### src/rtl/ram_arbiter.sv
// ram_arbiter: shares the RAM data port between the CPU (port A) and a DMA engine (port B),
// with A-priority bounded by a starvation counter, registered read return and a sticky range error.
module ram_arbiter #(
    parameter int MEM_DEPTH = 24575,
    parameter int MAX_WAIT  = 4
) (
    input  logic        clk,
    input  logic        rst_n,
    input  logic        a_req,
    input  logic        a_we,
    input  logic [14:0] a_addr,
    input  logic [15:0] a_wdata,
    output logic        a_gnt,
    output logic        a_rvalid,
    output logic [15:0] a_rdata,
    input  logic        b_req,
    input  logic        b_we,
    input  logic [14:0] b_addr,
    input  logic [15:0] b_wdata,
    output logic        b_gnt,
    output logic        b_rvalid,
    output logic [15:0] b_rdata,
    output logic        ram_writeM,
    output logic [14:0] ram_address,
    output logic [15:0] ram_inM,
    input  logic [15:0] ram_outM,
    output logic        err,
    output logic [14:0] err_addr,
    input  logic        err_clr
);

    localparam logic [15:0] LP_DEPTH    = 16'(MEM_DEPTH);
    localparam logic [3:0]  LP_MAX_WAIT = 4'(MAX_WAIT);

    logic [3:0]  r_wait_cnt;
    logic        r_a_rvalid;
    logic [15:0] r_a_rdata;
    logic        r_b_rvalid;
    logic [15:0] r_b_rdata;
    logic        r_err;
    logic [14:0] r_err_addr;

    logic        w_a_gnt;
    logic        w_b_gnt;
    logic        w_any_gnt;
    logic        w_gnt_we;
    logic [14:0] w_gnt_addr;
    logic [15:0] w_gnt_wdata;
    logic        w_in_range;
    logic [15:0] w_rd_value;

    // Grants are gated by rst_n so nothing reaches the RAM while reset is held.
    assign w_b_gnt   = rst_n & b_req & (~a_req | (r_wait_cnt >= LP_MAX_WAIT));
    assign w_a_gnt   = rst_n & a_req & ~w_b_gnt;
    assign w_any_gnt = w_a_gnt | w_b_gnt;

    always_comb begin
        w_gnt_we    = 1'b0;
        w_gnt_addr  = 15'd0;
        w_gnt_wdata = 16'd0;
        if (w_b_gnt) begin
            w_gnt_we    = b_we;
            w_gnt_addr  = b_addr;
            w_gnt_wdata = b_wdata;
        end else if (w_a_gnt) begin
            w_gnt_we    = a_we;
            w_gnt_addr  = a_addr;
            w_gnt_wdata = a_wdata;
        end
    end

    assign w_in_range = ({1'b0, w_gnt_addr} < LP_DEPTH);
    assign w_rd_value = w_in_range ? ram_outM : 16'd0;

    assign ram_writeM  = w_any_gnt & w_gnt_we & w_in_range;
    assign ram_address = w_gnt_addr;
    assign ram_inM     = w_gnt_wdata;

    always_ff @(posedge clk or negedge rst_n) begin
        if (!rst_n) begin
            r_wait_cnt <= 4'd0;
            r_a_rvalid <= 1'b0;
            r_a_rdata  <= 16'd0;
            r_b_rvalid <= 1'b0;
            r_b_rdata  <= 16'd0;
            r_err      <= 1'b0;
            r_err_addr <= 15'd0;
        end else begin
            r_a_rvalid <= w_a_gnt & ~a_we;
            if (w_a_gnt && !a_we) begin
                r_a_rdata <= w_rd_value;
            end
            r_b_rvalid <= w_b_gnt & ~b_we;
            if (w_b_gnt && !b_we) begin
                r_b_rdata <= w_rd_value;
            end

            if (!b_req || w_b_gnt) begin
                r_wait_cnt <= 4'd0;
            end else if (r_wait_cnt != 4'hF) begin
                r_wait_cnt <= r_wait_cnt + 4'd1;
            end

            // Clear beats a simultaneous violation; only the first offender is recorded.
            if (err_clr) begin
                r_err      <= 1'b0;
                r_err_addr <= 15'd0;
            end else if (w_any_gnt && !w_in_range) begin
                r_err <= 1'b1;
                if (!r_err) begin
                    r_err_addr <= w_gnt_addr;
                end
            end
        end
    end

    assign a_gnt    = w_a_gnt;
    assign b_gnt    = w_b_gnt;
    assign a_rvalid = r_a_rvalid;
    assign a_rdata  = r_a_rdata;
    assign b_rvalid = r_b_rvalid;
    assign b_rdata  = r_b_rdata;
    assign err      = r_err;
    assign err_addr = r_err_addr;

endmodule

### config.mk
export PLATFORM = sky130hd
export DESIGN_NAME = ram_arbiter
export DESIGN_NICKNAME = d
export VERILOG_FILES = /design/src/rtl/ram_arbiter.sv
export SDC_FILE = /design/constraint.sdc
export NUM_CORES = 1
export LEC_CHECK = 0
export ABC_AREA = 1
export ABC_CLOCK_PERIOD_IN_PS = 2100
export BUFFER_PORTS_ARGS = -buffer_cell sky130_fd_sc_hd__buf_2
export CAP_MARGIN = 10
export CORE_AREA = 2 2 85 87
export DETAILED_ROUTE_END_ITERATION = 8
export DIE_AREA = 0 0 87 89
export GPL_TIMING_DRIVEN = 0
export PLACE_DENSITY = 0.86
export SLEW_MARGIN = 20
export SYNTH_ARGS = -nofsm -noshare
export SYNTH_HDL_FRONTEND = slang
export SYNTH_SLANG_ARGS = --single-unit
### constraint.sdc
create_clock -name clk -period 2.1 [get_ports clk]
set_input_delay 0.42 -clock clk [delete_from_list [all_inputs] [get_ports clk]]
set_output_delay 0.42 -clock clk [all_outputs]
set_load 0.1 [all_outputs]
==> results of run 1 <==
what timing repair did:
action | 4_1_cts | 5_1_grt
pin swaps | 27 | 35
setup endpoints to repair | 84 | 82
buffers inserted | 19 | 15
endpoints found under the hold margin | 26 | 0
hold buffers | 1 | 0
gates resized for setup | 189 | 77
cloned | 5 | 4
worst paths after layout:
path	endpoint	slack [ns]	cells after the start
min in group clk	err_addr[14]	0.28	2
hold / removal	a_rdata[14]	0.03	2
setup / recovery	ram_writeM	-0.66	13
hold reg to reg	a_rdata[8]	0.48	2
max in group asynchronous	b_rdata[11]	1.89	1
setup reg to reg	err_addr[7]	-0.49	17
power by group through the flow:
stage / clock network (mW) / logic [mW] / registers, mW
3_3_place_gp: 0 / 1.91 / 1.26
4_1_cts: 0.617 / 2.20 / 1.24
2_1_floorplan: 0 / 0.620 / 2.20
5_1_grt: 0.643 / 2.40 / 1.26
3_5_place_dp: 0 / 1.92 / 1.26
6_report: 0.601 / 2.34 / 1.25
per-layer routing:
layer	share of wire (%)	routed length (µm)	up-vias	global-route usage, %
met3	9.3	1340	116	6.46
li1	-	-	1629	-
met5	0	0	-	0
met2	47	6780	313	55.6
met4	9.2	1330	0	19.2
met1	35	5010	1775	31.1
logic make-up after synthesis:
logic type / share of synthesized area (%)
compound gates: 8.32
xor+xnor: 0.299
fa+ha+maj: 0.427
buf+inv: 11.6
flops: 46.1
simple gates: 33.3
stage by stage:
stage / power, mW / hold slack [ns] / area [µm²]
global placement: 3.17 / 0.451 / 3990
global route: 4.30 / 0.0373 / 5480
detailed placement: 3.19 / 0.455 / 3990
finish: 4.19 / 0.0324 / 5480
floorplan: 2.82 / 0.124 / 3050
CTS: 4.06 / 0.0264 / 5010
state kept, by name, summed over array words and instances (netlist names):
name        cells
a_rvalid        1
a_rdata        16
r_wait_cnt      4
b_rdata        16
err             1
err_addr       15
b_rvalid        1
synthesized netlist by cell type, types with 2 or more instances:
cell type	number	share of area, %
nor2_1	21	2.7
inv_1	55	7.0
nand2_4	2	0.77
nand2_2	14	3.0
nand2_1	150	19
buf_6	6	2.3
clkbuf_1	8	1.0
nand3b_1	3	0.77
nand4_1	14	3.0
nor2_2	7	1.5
nand3_1	9	1.5
clkinv_1	2	0.26
a22o_1	16	4.8
o21ai_0	15	2.6
dfrtp_1	54	46
cell type report:
| type | count | area (µm²) | area share (%) |
|---|---|---|---|
| Antenna cell | 3 | 7.51 | 0.137 |
| Tap cell | 80 | 100 | 1.83 |
| Multi-Input combinational cell | 260 | 1610 | 29.3 |
| Clock inverter | 2 | 12.5 | 0.228 |
| Clock buffer | 6 | 82.6 | 1.51 |
| Sequential cell | 54 | 1350 | 24.6 |
| Buffer | 15 | 149 | 2.72 |
| Inverter | 59 | 259 | 4.72 |
| Timing Repair Buffer | 207 | 1920 | 34.9 |
==> metrics.csv, run 1 <==
metric;value;unit
outcome;finished with violations;
failing checks;negative setup slack;
internal portion of total power;2.01;mW
pin count of the biggest net entering global routing;29;
final-report setup violation count;82;
number of remaining DRC errors;0;
CTS HTree Levels;2;
switching power summed over all nets;2.18;mW
clock latency on the worst-skew pair;0.31;ns
clock tree sinks;54;
Max Fanout on Critical Path;3;
die height;89;µm
Post-synth EDFFs;0;
CTS tree;built;
critical path startpoint;r_wait_cnt[3];
Detailed Place HPWL;7.17;mm
shortest period the worst path allows;2.76;ns
drt first pass iters;5;
#FFs+latches synth;54;
synthesized net count;474;
Comb power frac;55.9;%
setup tns final;-27.86;ns
max-capacitance violation count;0;
Hold Violations, Final;0;
relative area change from synthesis to final layout;87.0;%
Clock Power Share;14.4;%
final-report max-slew violation count;0;
family with the most delay on the worst path;simple AND/OR/NAND/NOR gates;
WP buf/inv;3;
post-CTS clock slew at the launch and capture registers of the worst setup and hold paths;0.10;ns
proportion of register bits with asynchronous set or reset after synthesis;100;%
worst clock skew;0.0111;ns
maximum cell stage delay along the critical path;0.42;ns
fill cell count;379;
most frequent cells in the layout;133 x nand2_1, 133 x buf_2, 54 x dfrtp_1;
data arrival time at the worst-slack endpoint;2.34;ns
register area share after synthesis;46.1;%
maximum clock frequency;362;MHz
Worst Setup Slack post-DPL;-1.20;ns
Via Count;3833;
post-route non-filler standard cell count;686;
core outline area;0.00672;mm²
Die Wd;87;µm
starting density of the core;43.6;%
number of antenna violations at the first check in global routing;3;
Inst Count DP;636;
series of cell instances along the critical path;nor2_2 > nand2_4 > buf_6 > buf_6 > nand3b_1 > nand2_2 > nor2_1 > nand2_1 > nor2_2 > nand2_4 > nand2_8 > nor3_4 > buf_12;
Synth warnings;0;
Slowest cell on crit path;dfrtp_1;
required time worst endpoint;1.68;ns
proportion of total power due to net switching;52.1;%
IO buf count;168;
final global-route overflow total;0;
GPL Wtd Cong;0.818;
kind of start point of the critical path;register;
Tot GR Track Use;30.2;%
startpoint-to-endpoint class of the critical path;reg -> out;
RSZ-0062 raised after global routing;yes;
CP Capture Type;output port;
Final #Nets;688;
period utilization;132;%
Synth Flop Type;dfrtp_1;
Total Die Area;0.00774;mm²
wire length of the first global-routing pass;17.9;mm
Routed WL;14.5;mm
Static Leakage;3.09;nW
Min-Delay Path Class;in -> async;
number of library cell types mapped by synthesis;27;
DRT iter0 DRCs;233;
clock buffer count from CTS;5;
Syn Std Cell Area;0.00293;mm²
layout cell share with drive strength beyond 1;52.7;%
count of pins on the block boundary;169;
power per cell area;764;mW/mm²
highest ir drop seen on vdd;0.292;mV
setup slack after layout;-0.664;ns
Util after Layout;81.6;%
remaining number of nets flagged by the antenna check after routing;0;
number of global-route vias before repair;3658;
number of placement rows;30;
clock root buffer master;clkbuf_8;
normalized max-slew margin;65.4;%
Critical R2R Launch;r_wait_cnt[3];
Avg Vias per Cell;5.59;
DR WL/cell;21.1;µm
sequential group share of total power;29.8;%
synthesized area divided by synthesized cell count;7.56;µm²
buffers from clock root to sink, at most;2;
worst slew pin tran;0.523;ns
cells after synthesis;388;
No activity file was read; power rests on OpenSTA's default activity.
==> inputs of run 2 (changes only) <==
--- a/config.mk
+++ b/config.mk
@@ -6,7 +6,7 @@
 export NUM_CORES = 1
 export LEC_CHECK = 0
 export ABC_AREA = 1
-export ABC_CLOCK_PERIOD_IN_PS = 2100
+export ABC_CLOCK_PERIOD_IN_PS = 2600
 export BUFFER_PORTS_ARGS = -buffer_cell sky130_fd_sc_hd__buf_2
 export CAP_MARGIN = 10
 export CORE_AREA = 2 2 85 87
==> constraint.sdc (replaced) <==
create_clock -name clk -period 2.6 [get_ports clk]
set_input_delay 0.52 -clock clk [delete_from_list [all_inputs] [get_ports clk]]
set_output_delay 0.52 -clock clk [all_outputs]
set_load 0.1 [all_outputs]
==> metrics.csv, run 2 (synthesis results as in run 1) <==
metric;value;unit;change
buffers from clock root to sink, at most;2;;unchanged
relative area change from synthesis to final layout;46.4;%;
IO buf count;168;;unchanged
number of placement rows;30;;unchanged
post-CTS clock slew at the launch and capture registers of the worst setup and hold paths;0.09;ns;about the same
Slowest cell on crit path;dfrtp_1;;
clock root buffer master;clkbuf_8;;
clock tree sinks;54;;unchanged
Die Wd;87;µm;unchanged
clock latency on the worst-skew pair;0.30;ns;about the same
leading cell type in the layout, fill and taps excluded;buf_2;;
layout cell share with drive strength beyond 1;41.9;%;-11 points
Clock Power Share;14.9;%;+0.5 points
sequential group share of total power;32.9;%;+3.1 points
pin count of the biggest net entering global routing;29;;unchanged
shortest period the worst path allows;2.58;ns;
Via Count;3167;;-17%
CTS tree;built;;
GPL Wtd Cong;0.914;;+12%
starting density of the core;43.6;%;unchanged
final-report max-slew violation count;0;;unchanged
Comb power frac;52.3;%;-3.6 points
Static Leakage;2.64;nW;-15%
final global-route overflow total;0;;unchanged
worst clock skew;0.00765;ns;-0.00341 ns
setup slack after layout;0.0151;ns;+0.679 ns
data arrival time at the worst-slack endpoint;2.06;ns;-0.28 ns
remaining number of nets flagged by the antenna check after routing;0;;unchanged
Final #Nets;653;;-5.1%
RSZ-0062 raised after global routing;yes;;
normalized max-slew margin;62.8;%;-2.6 points
number of remaining DRC errors;0;;unchanged
Hold Violations, Final;0;;unchanged
post-route non-filler standard cell count;648;;-5.5%
maximum cell stage delay along the critical path;0.41;ns;about the same
period utilization;99.4;%;
max-capacitance violation count;0;;unchanged
outcome;finished, final reports clean;;
Min-Delay Path Class;in -> async;;
drt first pass iters;4;;-1
kind of start point of the critical path;register;;
DRT iter0 DRCs;110;;-53%
family with the most delay on the worst path;simple AND/OR/NAND/NOR gates;;
WP buf/inv;3;;unchanged
worst slew pin tran;0.558;ns;+0.0354 ns
highest ir drop seen on vdd;0.282;mV;-3.6%
proportion of total power due to net switching;53.6;%;+1.5 points
wire length of the first global-routing pass;13.6;mm;-24%
diodes inserted;0;;-3
internal portion of total power;1.42;mW;-29%
required time worst endpoint;2.08;ns;+0.40 ns
most frequent cells in the layout;149 x buf_2, 142 x nand2_1, 54 x inv_1, 54 x dfrtp_1;;
Inst Count DP;636;;unchanged
Avg Vias per Cell;4.89;;-13%
switching power summed over all nets;1.64;mW;-25%
number of global-route vias before repair;3055;;-16%
Worst Setup Slack post-DPL;-0.836;ns;+0.366 ns
series of cell instances along the critical path;nor2_2 > nand2_4 > nand2_8 > inv_4 > buf_8 > nand2_2 > nand2_2 > nor2_2 > nand2_1 > nor2_2 > nand2_2 > nand2_8 > nor3_4 > buf_12;;
power per cell area;711;mW/mm²;-6.9%
core outline area;0.00672;mm²;unchanged
maximum clock frequency;387;MHz;
clock buffer count from CTS;5;;unchanged
DR WL/cell;13.4;µm;-37%
number of hold-repair buffers added at the cts stage;0;;-1
Total Die Area;0.00774;mm²;unchanged
final-report setup violation count;0;;-100%
Detailed Place HPWL;6.71;mm;-6.3%
count of pins on the block boundary;169;;unchanged
die height;89;µm;unchanged
Max Fanout on Critical Path;10;;+7
Routed WL;8.66;mm;-40%
CP Capture Type;output port;;
CTS HTree Levels;2;;unchanged
number of antenna violations at the first check in global routing;0;;-3
Tot GR Track Use;22.3;%;-7.9 points
startpoint-to-endpoint class of the critical path;reg -> out;;
[run 2: changes by cell type in the layout (fill, tap and decap cells not counted), moves of 8 or more]
cell | previous run | this run
nand2_1 | 133 | 142
nor2_1 | 4 | 21
buf_12 | 41 | 1
nand2_4 | 10 | 1
buf_2 | 133 | 149
nor2_2 | 15 | 7
inv_1 | 44 | 54
nor2_4 | 9 | 0
[run 2: power by group through the flow]
stage / logic [mW] / registers, mW / clock network [mW]
final: 1.60 / 1.00 / 0.454
after CTS: 1.59 / 1.00 / 0.468
after global placement: 1.54 / 1.02 / 0
after floorplan: 0.503 / 1.77 / 0
after global routing: 1.66 / 1.02 / 0.503
after detailed placement: 1.56 / 1.02 / 0
[run 2: layout make-up]
cell class | instances | area, µm²
fillers | 590 | 2430
flip-flops and latches | 54 | 1350
well taps | 80 | 100
clock inverters | 2 | 13.8
repair buffers | 173 | 1020
clock buffers | 6 | 72.6
plain buffers | 15 | 119
multi-input cells | 259 | 1380
inverters | 59 | 236
[run 2: repair_timing]
action | CTS | global route
endpoints found under the setup margin | 35 | 18
pin swaps | 10 | 1
cloned | 1 | 0
setup buffers | 3 | 1
resized for setup | 30 | 17
[run 2: metrics by stage]
stage                     TNS [ns]  total power, mW  util [%]  hold slack (ns)  area [µm²]
after floorplan             -0.614             2.28         -            0.224        3070
after global placement      -59.16             2.56      59.7            0.451        4010
after detailed placement    -24.85             2.58      59.7            0.453        4010
after CTS                        0             3.06      63.0           0.0317        4230
after global routing        -0.126             3.18      63.9           0.0276        4290
final                            0             3.05      63.9           0.0369        4290
[run 2: worst register-to-register path, stage by stage (launching register included)]
cell and delay (ns):
dfrtp_1 0.41, nor2_2 0.16, nand2_4 0.09, nand2_8 0.10
buf_8 0.14, nand2_1 0.11, nor2_2 0.38, inv_1 0.24
clkbuf_1 0.29, nand2_1 0.14, nand2_1 0.07
[run 2: worst paths after layout]
check	startpoint	end	slack, ns	cells past startpoint
min in group clk	err_clr	err_addr[14]	0.38	2
worst max-delay path	r_wait_cnt[2]	ram_writeM	0.02	14
worst min register to register	err_addr[3]	err_addr[3]	0.48	2
max in group asynchronous	rst_n	a_rdata[14]	2.28	1
worst max register to register	r_wait_cnt[2]	a_rdata[7]	0.37	10
worst min-delay path	rst_n	err_addr[13]	0.04	1
[run 2: layer usage]
layer | up-vias | GRT usage (%) | wire (µm)
met4 | 0 | 9.66 | 187
met1 | 1463 | 26.3 | 3560
met5 | - | 0 | 0
li1 | 1554 | - | -
met3 | 14 | 2.86 | 511
met2 | 136 | 40.7 | 4400
